$ cat src/rtl/clint_timer_if.sv
`default_nettype none
// ============================================================================
// Module      : clint_timer_if
// Description : Data-bus access interface for the CLINT machine timer.
//               The master drives request, write enable, address, write data
//               and byte strobes; the slave returns read data and a one-cycle
//               completion pulse.
// Revision    : 1.0 - initial release
// ============================================================================
interface clint_timer_if;
  logic        I_req;
  logic        I_we;
  logic [31:0] I_addr;
  logic [31:0] I_data;
  logic [3:0]  I_mask;
  logic [31:0] O_data;
  logic        O_ready;

  modport master (
    output I_req,
    output I_we,
    output I_addr,
    output I_data,
    output I_mask,
    input  O_data,
    input  O_ready
  );

  modport slave (
    input  I_req,
    input  I_we,
    input  I_addr,
    input  I_data,
    input  I_mask,
    output O_data,
    output O_ready
  );
endinterface
`default_nettype wire

$ cat src/rtl/clint_timer.sv
`default_nettype none
// ============================================================================
// Module      : clint_timer
// Description : RISC-V CLINT-style machine timer. A 64-bit mtime counter runs
//               while ctrl.enable is set and raises a registered machine
//               timer interrupt whenever mtime >= mtimecmp (unsigned).
//               Registers are reached over a simple request/ready data bus
//               that completes one access every two cycles.
//               Optional feature macro: TIMER_PRESCALE_EN adds a prescale
//               register at offset 0x14 that divides the tick rate; without
//               it mtime advances every cycle and 0x14 reads as zero.
// Revision    : 1.0 - initial release
// ============================================================================
module clint_timer #(
  parameter int unsigned RST_ENABLE = 1
) (
  input  logic         clk,
  input  logic         rst,
  clint_timer_if.slave bus,
  output logic         O_timer_int
);

  // --------------------------------------------------------------------------
  // Constants
  // --------------------------------------------------------------------------
  localparam logic        c_rst_enable   = (RST_ENABLE != 0);
  localparam logic [63:0] c_mtimecmp_rst = {64{1'b1}};

  localparam logic [2:0] c_idx_mtime_lo = 3'd0;
  localparam logic [2:0] c_idx_mtime_hi = 3'd1;
  localparam logic [2:0] c_idx_cmp_lo   = 3'd2;
  localparam logic [2:0] c_idx_cmp_hi   = 3'd3;
  localparam logic [2:0] c_idx_ctrl     = 3'd4;
  localparam logic [2:0] c_idx_prescale = 3'd5;

  // --------------------------------------------------------------------------
  // Bus handshake FSM: IDLE accepts a request, RESP is the completion cycle.
  // --------------------------------------------------------------------------
  typedef enum logic [0:0] {
    ST_IDLE = 1'b0,
    ST_RESP = 1'b1
  } state_t;

  state_t r_state;
  state_t w_state_next;
  logic   w_accept;

  // State register; reset drops any pending completion.
  always_ff @(posedge clk or negedge rst) begin
    if (!rst) begin
      r_state <= ST_IDLE;
    end else begin
      r_state <= w_state_next;
    end
  end

  // Next-state logic: a request is taken only while no completion is pending.
  always_comb begin
    w_state_next = r_state;
    w_accept     = 1'b0;
    case (r_state)
      ST_IDLE: begin
        if (bus.I_req) begin
          w_accept     = 1'b1;
          w_state_next = ST_RESP;
        end
      end
      ST_RESP: begin
        w_state_next = ST_IDLE;
      end
      default: begin
        w_state_next = ST_IDLE;
      end
    endcase
  end

  assign bus.O_ready = (r_state == ST_RESP);

  // --------------------------------------------------------------------------
  // Address decode. Only word index [4:2] matters; other address bits are
  // deliberately ignored.
  // --------------------------------------------------------------------------
  logic [2:0] w_idx;
  logic       w_wr;
  logic       w_wr_mtime_lo;
  logic       w_wr_mtime_hi;
  logic       w_wr_cmp_lo;
  logic       w_wr_cmp_hi;
  logic       w_wr_ctrl;
  logic       w_unused_addr;

  assign w_idx         = bus.I_addr[4:2];
  assign w_unused_addr = ^{bus.I_addr[31:5], bus.I_addr[1:0]};

  // A write with no strobes set completes but changes nothing, so it is not
  // treated as a write at all (and therefore does not stall mtime either).
  assign w_wr          = w_accept & bus.I_we & (|bus.I_mask);
  assign w_wr_mtime_lo = w_wr & (w_idx == c_idx_mtime_lo);
  assign w_wr_mtime_hi = w_wr & (w_idx == c_idx_mtime_hi);
  assign w_wr_cmp_lo   = w_wr & (w_idx == c_idx_cmp_lo);
  assign w_wr_cmp_hi   = w_wr & (w_idx == c_idx_cmp_hi);
  assign w_wr_ctrl     = w_wr & (w_idx == c_idx_ctrl);

  // Byte-lane merge of write data into an existing word.
  function automatic logic [31:0] f_merge(
    input logic [31:0] old_word,
    input logic [31:0] new_word,
    input logic [3:0]  mask
  );
    logic [31:0] merged;
    merged = old_word;
    for (int i = 0; i < 4; i++) begin
      if (mask[i]) begin
        merged[8*i +: 8] = new_word[8*i +: 8];
      end
    end
    return merged;
  endfunction

  // --------------------------------------------------------------------------
  // Architectural registers
  // --------------------------------------------------------------------------
  logic [63:0] r_mtime;
  logic [63:0] r_mtimecmp;
  logic        r_enable;
  logic [63:0] w_mtime_next;
  logic        w_tick;
  logic [31:0] w_prescale_rd;

  // --------------------------------------------------------------------------
  // Tick generation
  // --------------------------------------------------------------------------
`ifdef TIMER_PRESCALE_EN
  logic [31:0] r_prescale;
  logic [31:0] r_pcnt;
  logic        w_wr_prescale;

  assign w_wr_prescale = w_wr & (w_idx == c_idx_prescale);
  assign w_tick        = (r_pcnt == r_prescale);
  assign w_prescale_rd = r_prescale;

  // Prescale register and divider counter; reprogramming restarts the period.
  always_ff @(posedge clk or negedge rst) begin
    if (!rst) begin
      r_prescale <= 32'd0;
      r_pcnt     <= 32'd0;
    end else begin
      if (w_wr_prescale) begin
        r_prescale <= f_merge(r_prescale, bus.I_data, bus.I_mask);
        r_pcnt     <= 32'd0;
      end else if (w_tick) begin
        r_pcnt     <= 32'd0;
      end else begin
        r_pcnt     <= r_pcnt + 32'd1;
      end
    end
  end
`else
  assign w_tick        = 1'b1;
  assign w_prescale_rd = 32'd0;
`endif

  // mtime next value: a software write wins over the tick for the whole
  // cycle; otherwise a full 64-bit increment carries lo into hi at once.
  always_comb begin
    w_mtime_next = r_mtime;
    if (w_wr_mtime_lo || w_wr_mtime_hi) begin
      if (w_wr_mtime_lo) begin
        w_mtime_next[31:0] = f_merge(r_mtime[31:0], bus.I_data, bus.I_mask);
      end
      if (w_wr_mtime_hi) begin
        w_mtime_next[63:32] = f_merge(r_mtime[63:32], bus.I_data, bus.I_mask);
      end
    end else if (r_enable && w_tick) begin
      w_mtime_next = r_mtime + 64'd1;
    end
  end

  // mtime register.
  always_ff @(posedge clk or negedge rst) begin
    if (!rst) begin
      r_mtime <= 64'd0;
    end else begin
      r_mtime <= w_mtime_next;
    end
  end

  // mtimecmp register, written word by word with byte strobes.
  always_ff @(posedge clk or negedge rst) begin
    if (!rst) begin
      r_mtimecmp <= c_mtimecmp_rst;
    end else begin
      if (w_wr_cmp_lo) begin
        r_mtimecmp[31:0] <= f_merge(r_mtimecmp[31:0], bus.I_data, bus.I_mask);
      end
      if (w_wr_cmp_hi) begin
        r_mtimecmp[63:32] <= f_merge(r_mtimecmp[63:32], bus.I_data, bus.I_mask);
      end
    end
  end

  // ctrl.enable lives in byte lane 0 only.
  always_ff @(posedge clk or negedge rst) begin
    if (!rst) begin
      r_enable <= c_rst_enable;
    end else if (w_wr_ctrl && bus.I_mask[0]) begin
      r_enable <= bus.I_data[0];
    end
  end

  // --------------------------------------------------------------------------
  // Read path: contents sampled at the acceptance edge, before any update.
  // --------------------------------------------------------------------------
  logic [31:0] w_rdata;
  logic [31:0] r_rdata;

  // Register read multiplexer; reserved offsets return zero.
  always_comb begin
    w_rdata = 32'd0;
    case (w_idx)
      c_idx_mtime_lo: w_rdata = r_mtime[31:0];
      c_idx_mtime_hi: w_rdata = r_mtime[63:32];
      c_idx_cmp_lo:   w_rdata = r_mtimecmp[31:0];
      c_idx_cmp_hi:   w_rdata = r_mtimecmp[63:32];
      c_idx_ctrl:     w_rdata = {31'd0, r_enable};
      c_idx_prescale: w_rdata = w_prescale_rd;
      default:        w_rdata = 32'd0;
    endcase
  end

  // Read data register: valid only in the completion cycle, zero otherwise.
  always_ff @(posedge clk or negedge rst) begin
    if (!rst) begin
      r_rdata <= 32'd0;
    end else if (w_accept) begin
      r_rdata <= w_rdata;
    end else begin
      r_rdata <= 32'd0;
    end
  end

  assign bus.O_data = r_rdata;

  // --------------------------------------------------------------------------
  // Machine timer interrupt, registered compare of the current values.
  // --------------------------------------------------------------------------
  logic r_timer_int;

  // Interrupt follows the compare result with one cycle of latency.
  always_ff @(posedge clk or negedge rst) begin
    if (!rst) begin
      r_timer_int <= 1'b0;
    end else begin
      r_timer_int <= (r_mtime >= r_mtimecmp);
    end
  end

  assign O_timer_int = r_timer_int;

endmodule
`default_nettype wire
$ cat src/flat_wrapper.sv
// flat-port wrapper written by rule: the top's interface ports become plain ports
module clint_timer_flat 
#(
  parameter int unsigned RST_ENABLE = 1
)
  (clk, rst, O_timer_int, bus_I_req, bus_I_we, bus_I_addr, bus_I_data, bus_I_mask, bus_O_data, bus_O_ready);
  clint_timer_if bus_i ();
  input  logic clk;
  input  logic rst;
  output logic O_timer_int;
  input wire logic [$bits(bus_i.I_req)-1:0] bus_I_req;
  input wire logic [$bits(bus_i.I_we)-1:0] bus_I_we;
  input wire logic [$bits(bus_i.I_addr)-1:0] bus_I_addr;
  input wire logic [$bits(bus_i.I_data)-1:0] bus_I_data;
  input wire logic [$bits(bus_i.I_mask)-1:0] bus_I_mask;
  output wire logic [$bits(bus_i.O_data)-1:0] bus_O_data;
  output wire logic [$bits(bus_i.O_ready)-1:0] bus_O_ready;
  assign bus_i.I_req = bus_I_req;
  assign bus_i.I_we = bus_I_we;
  assign bus_i.I_addr = bus_I_addr;
  assign bus_i.I_data = bus_I_data;
  assign bus_i.I_mask = bus_I_mask;
  assign bus_O_data = bus_i.O_data;
  assign bus_O_ready = bus_i.O_ready;
  clint_timer #(.RST_ENABLE(RST_ENABLE)) u_core (.clk(clk), .rst(rst), .bus(bus_i), .O_timer_int(O_timer_int));
endmodule
$ cat config.mk
export PLATFORM = sky130hd
export DESIGN_NAME = clint_timer_flat
export DESIGN_NICKNAME = d
export VERILOG_FILES = /design/src/rtl/clint_timer_if.sv /design/src/rtl/clint_timer.sv /design/src/flat_wrapper.sv
export SDC_FILE = /design/constraint.sdc
export NUM_CORES = 1
export LEC_CHECK = 0
export ABC_AREA = 1
export BUFFER_PORTS_ARGS = -buffer_cell sky130_fd_sc_hd__buf_4
export CORE_UTILIZATION = 61
export DETAILED_ROUTE_END_ITERATION = 12
export MAX_ROUTING_LAYER = met4
export PLACE_DENSITY = 0.83
export SYNTH_ARGS = -nofsm -noshare
export SYNTH_HDL_FRONTEND = slang
export SYNTH_SLANG_ARGS = --single-unit
$ cat constraint.sdc
create_clock -name clk -period 2.6 [get_ports clk]
set_input_delay 0.13 -clock clk [delete_from_list [all_inputs] [get_ports clk]]
set_output_delay 0.13 -clock clk [all_outputs]
set_load 0.02 [all_outputs]
==> key figures <==
Synthesis
  • Mean post-synth cell area: 6.89 sq um
  • Sequential cell area fraction in the yosys report: 0.379
  • Flops & latches, synth: 163
  • Post-Synthesis Cells: about 1,600
  • YS warnings: 0
  • Cell area after synthesis: 11,000 sq um
  • Post-synth EDFFs: 0
  • Main synth FF type: dfrtp_1
  • Yosys cell types: 40
  • Ys async rst share: 1.00
  • Syn_nets: around 1,700

Pwr
  • Leak Pwr: between 5 and 6 nW
  • Pwr Total: 10.2 mW
  • Power Density: 793 nW/um^2
  • Maximum vdd ir drop: 0.591 mV

Finish
  • Share of cells above drive strength 1: 0.124
  • Finished Core Util: 0.736
  • Nets: 1,840
  • Multi-input logic area: between 5000 and 6000 sq um
  • Layout area overhead: 16.8%
  • Sequential Area: ~4200 sq um
  • ANT cells: 0
  • Fillers: 1,414

Placed design
  • Input/output buffers: 76
  • Final HPWL from detailed placement: 28,100 um
  • Gpl congestion: ~1.0

Timing
  • Setup tns final: 0 ps
  • RSZ-0062 raised after global routing: no
  • Clk_skew: 11.0 ps
  • Final Critical Period: roughly 2400 ps
  • Tcrit/Tclk final: 0.922
  • Hold Vio Cnt, Final: 0
  • Final Slew Violations: 0
  • Final setup fails: 0
  • Worst slew pin tran: ~810 ps
  • Max-slew headroom: 0.460
  • FMAX: ~0.42 GHz

GRT
  • Overflow after GRT: 0
  • Largest net degree at the start of global routing: 80
  • First-pass GRT wire length: a little under 60,000 um
  • Initial antenna violation count: 0
  • All-Layer GR Usage: 0.442
  • Vias in the first global route: 11,060

Min path
  • Worst Min Path Start: bus_I_data[19]
  • Hold Path End: u_core.r_mtimecmp[51]$_DFFE_PN1P_
  • Worst hold stages: 3
  • Min-delay worst type: in -> reg

Routing
  • Antenna-violating nets left: 0
  • Via density per instance: 5.94
  • Wirelength per Cell: ~20 um
  • DRC: 0
  • Drt pass-1 iters: 8
  • Total number of vias: 11,532
  • 1st-iter DRT viols: roughly 1,400
  • Routed wire length: ~39,000 um

Die
  • Core footprint: 17,400 sq um
  • Row Count: 48
  • Starting Density: 0.630
  • Die H: between 100 and 150 um
  • I/O pin total: between 100 and 150
  • Die area: 18,500 sq um
  • Die width: 136 um

Worst setup path
  • CP arrival: 2740 ps
  • Required time of the critical path: slightly below 3000 ps
  • R2r setup slk: between 200 and 250 ps
  • Worst setup SP type: flip-flop
  • Setup Crit Path Kind: reg -> reg
  • Reg2reg start: u_core.bus.O_ready$_DFF_PN0_
  • Reg2Reg Depth: 7
  • Worst-path fanout max: 16
  • Reg-to-Reg End: u_core.r_mtimecmp[27]$_DFFE_PN1P_
  • Crit end category: flip-flop

Clock network
  • H-tree depth: 4
  • Clock root buffer: clkbuf_16
  • Clk_lat worst skew: 440 ps
  • Worst-path clk slew: 70 ps
  • Inserted Clock Buffers: 17
  • Post-CTS Setup Inserts: 0
  • Clock sink total: 163
  • CTS Buffer Depth: 2
  • CTS tree: done

Status
  • Status: complete, no violations

Run
  • Max-cap violations: 0
-- critical path, stage by stage, from the launching register on --
cell and delay (ps):
dfrtp_1 390, inv_1 60, nand2_1 100, nor2_1 150
nand2_1 200, nor2_1 490, nand2_1 530, o21ai_0 380
-- placed cells by master (no fill, tap or decap), types with 2 or more instances in the layout --
cell / instances
a21boi_0: 15
a21oi_1: 56
a221oi_1: 31
a31oi_1: 8
buf_12: 4
buf_4: 96
bufinv_16: 5
clkbuf_1: 2
clkbuf_16: 17
clkinv_4: 2
clkinvlp_4: 2
dfrtp_1: 98
dfstp_2: 65
dlygate4sd3_1: 31
ha_1: 65
inv_1: 198
inv_2: 2
inv_6: 2
nand2_1: 524
nand2_2: 3
nand2_4: 2
nand3_1: 30
nand3b_1: 3
nand4_1: 8
nor2_1: 227
nor2_2: 4
nor3_1: 6
o21a_1: 2
o21ai_0: 128
o21ai_1: 12
o21ai_2: 2
o21bai_1: 5
o22ai_1: 32
o31ai_1: 3
or2_2: 2
xnor2_1: 2
xor2_1: 12
-- worst max-delay path by stage --
stage / startpoint / to / slack [ps] / cells past startpoint
6_report: u_core.bus.O_ready$_DFF_PN0_ / u_core.r_mtimecmp[27]$_DFFE_PN1P_ / 200 / 7
5_1_grt: u_core.r_mtime[1]$_DFFE_PN0P_ / u_core.r_mtime[44]$_DFFE_PN0P_ / 4 / 10
4_1_cts: u_core.r_mtime[1]$_DFFE_PN0P_ / u_core.r_mtime[44]$_DFFE_PN0P_ / 230 / 10
3_5_place_dp: u_core.r_mtime[1]$_DFFE_PN0P_ / u_core.r_mtime[44]$_DFFE_PN0P_ / 250 / 10
3_3_place_gp: u_core.r_mtime[1]$_DFFE_PN0P_ / u_core.r_mtime[44]$_DFFE_PN0P_ / 350 / 11
2_1_floorplan: u_core.bus.O_ready$_DFF_PN0_ / u_core.r_mtime[37]$_DFFE_PN0P_ / 800 / 11
-- layer usage --
layer,global-route usage,vias to the layer above,routed length [um]
li1,-,5353,-
met1,0.557,5333,15300
met2,0.684,715,17500
met3,0.0947,131,4190
met4,0.190,0,1570
met5,-,-,0
-- Yosys cell counts (all sizes together) (2+ instances only) --
cell	count	area, sq um
o21bai	5	37.5
nand4	8	50.1
a21boi	15	113
nor2	232	886
inv	200	751
nand2	529	2010
buf	18	114
a221oi	31	272
ha	65	813
o21a	2	15.0
nand3b	3	22.5
xnor2	2	17.5
clkbuf	23	86.3
nor3	7	46.3
or2	2	12.5
dfrtp	98	2450
xor2	12	105
o21ai	142	718
a21oi	57	297
o31ai	3	22.5
nand3	30	150
o22ai	32	200
a31oi	8	50.1
dfstp	65	1710
-- where the power goes --
part           internal (mW)  switching, mW
clock                   1.71           1.11
sequential              3.16          0.764
combinational           1.28           2.14
-- cell families after synthesis --
group	count (synthesis)	share of synthesized area
buffers and inverters	241	0.0866
XOR/XNOR	14	0.0112
AND/OR/NAND/NOR	814	0.291
AO/OA/AOI/OAI	296	0.158
flip-flops	163	0.379
adder cells (fa/ha/maj)	65	0.0741
-- what timing repair did --
action	CTS	global route
hold buffers	31	0
resized for setup	0	1
setup endpoints to repair	0	2
hold endpoints to repair	98	0
-- per-stage QoR --
stage / instances / setup WS, ps / area [sq um] / hold slack, ps
4_1_cts: 1940 / 226 / 12800 / 1.95
6_report: 1940 / 204 / 12800 / 4.02
3_3_place_gp: 1878 / 347 / 11900 / 217
5_1_grt: 1940 / 3.99 / 12800 / 1.12
3_5_place_dp: 1878 / 246 / 11900 / 222
2_1_floorplan: 1593 / 802 / 11000 / -166
-- state kept, by name, indices dropped and copies added (netlist names) --
register            cells
u_core.r_mtime         64
u_core.bus.O_ready      1
u_core.bus.O_data      32
u_core.r_enable         1
u_core.O_timer_int      1
u_core.r_mtimecmp      64
-- cell type report --
cell class	count	area share
clock buffer	19	0.0338
sequential	163	0.325
tap	225	0.0220
multi-input combinational	1189	0.458
timing repair buffer	132	0.0876
clock inverter	12	0.0160
inverter	200	0.0586
Note: power is estimated with default switching activity, not from simulation.
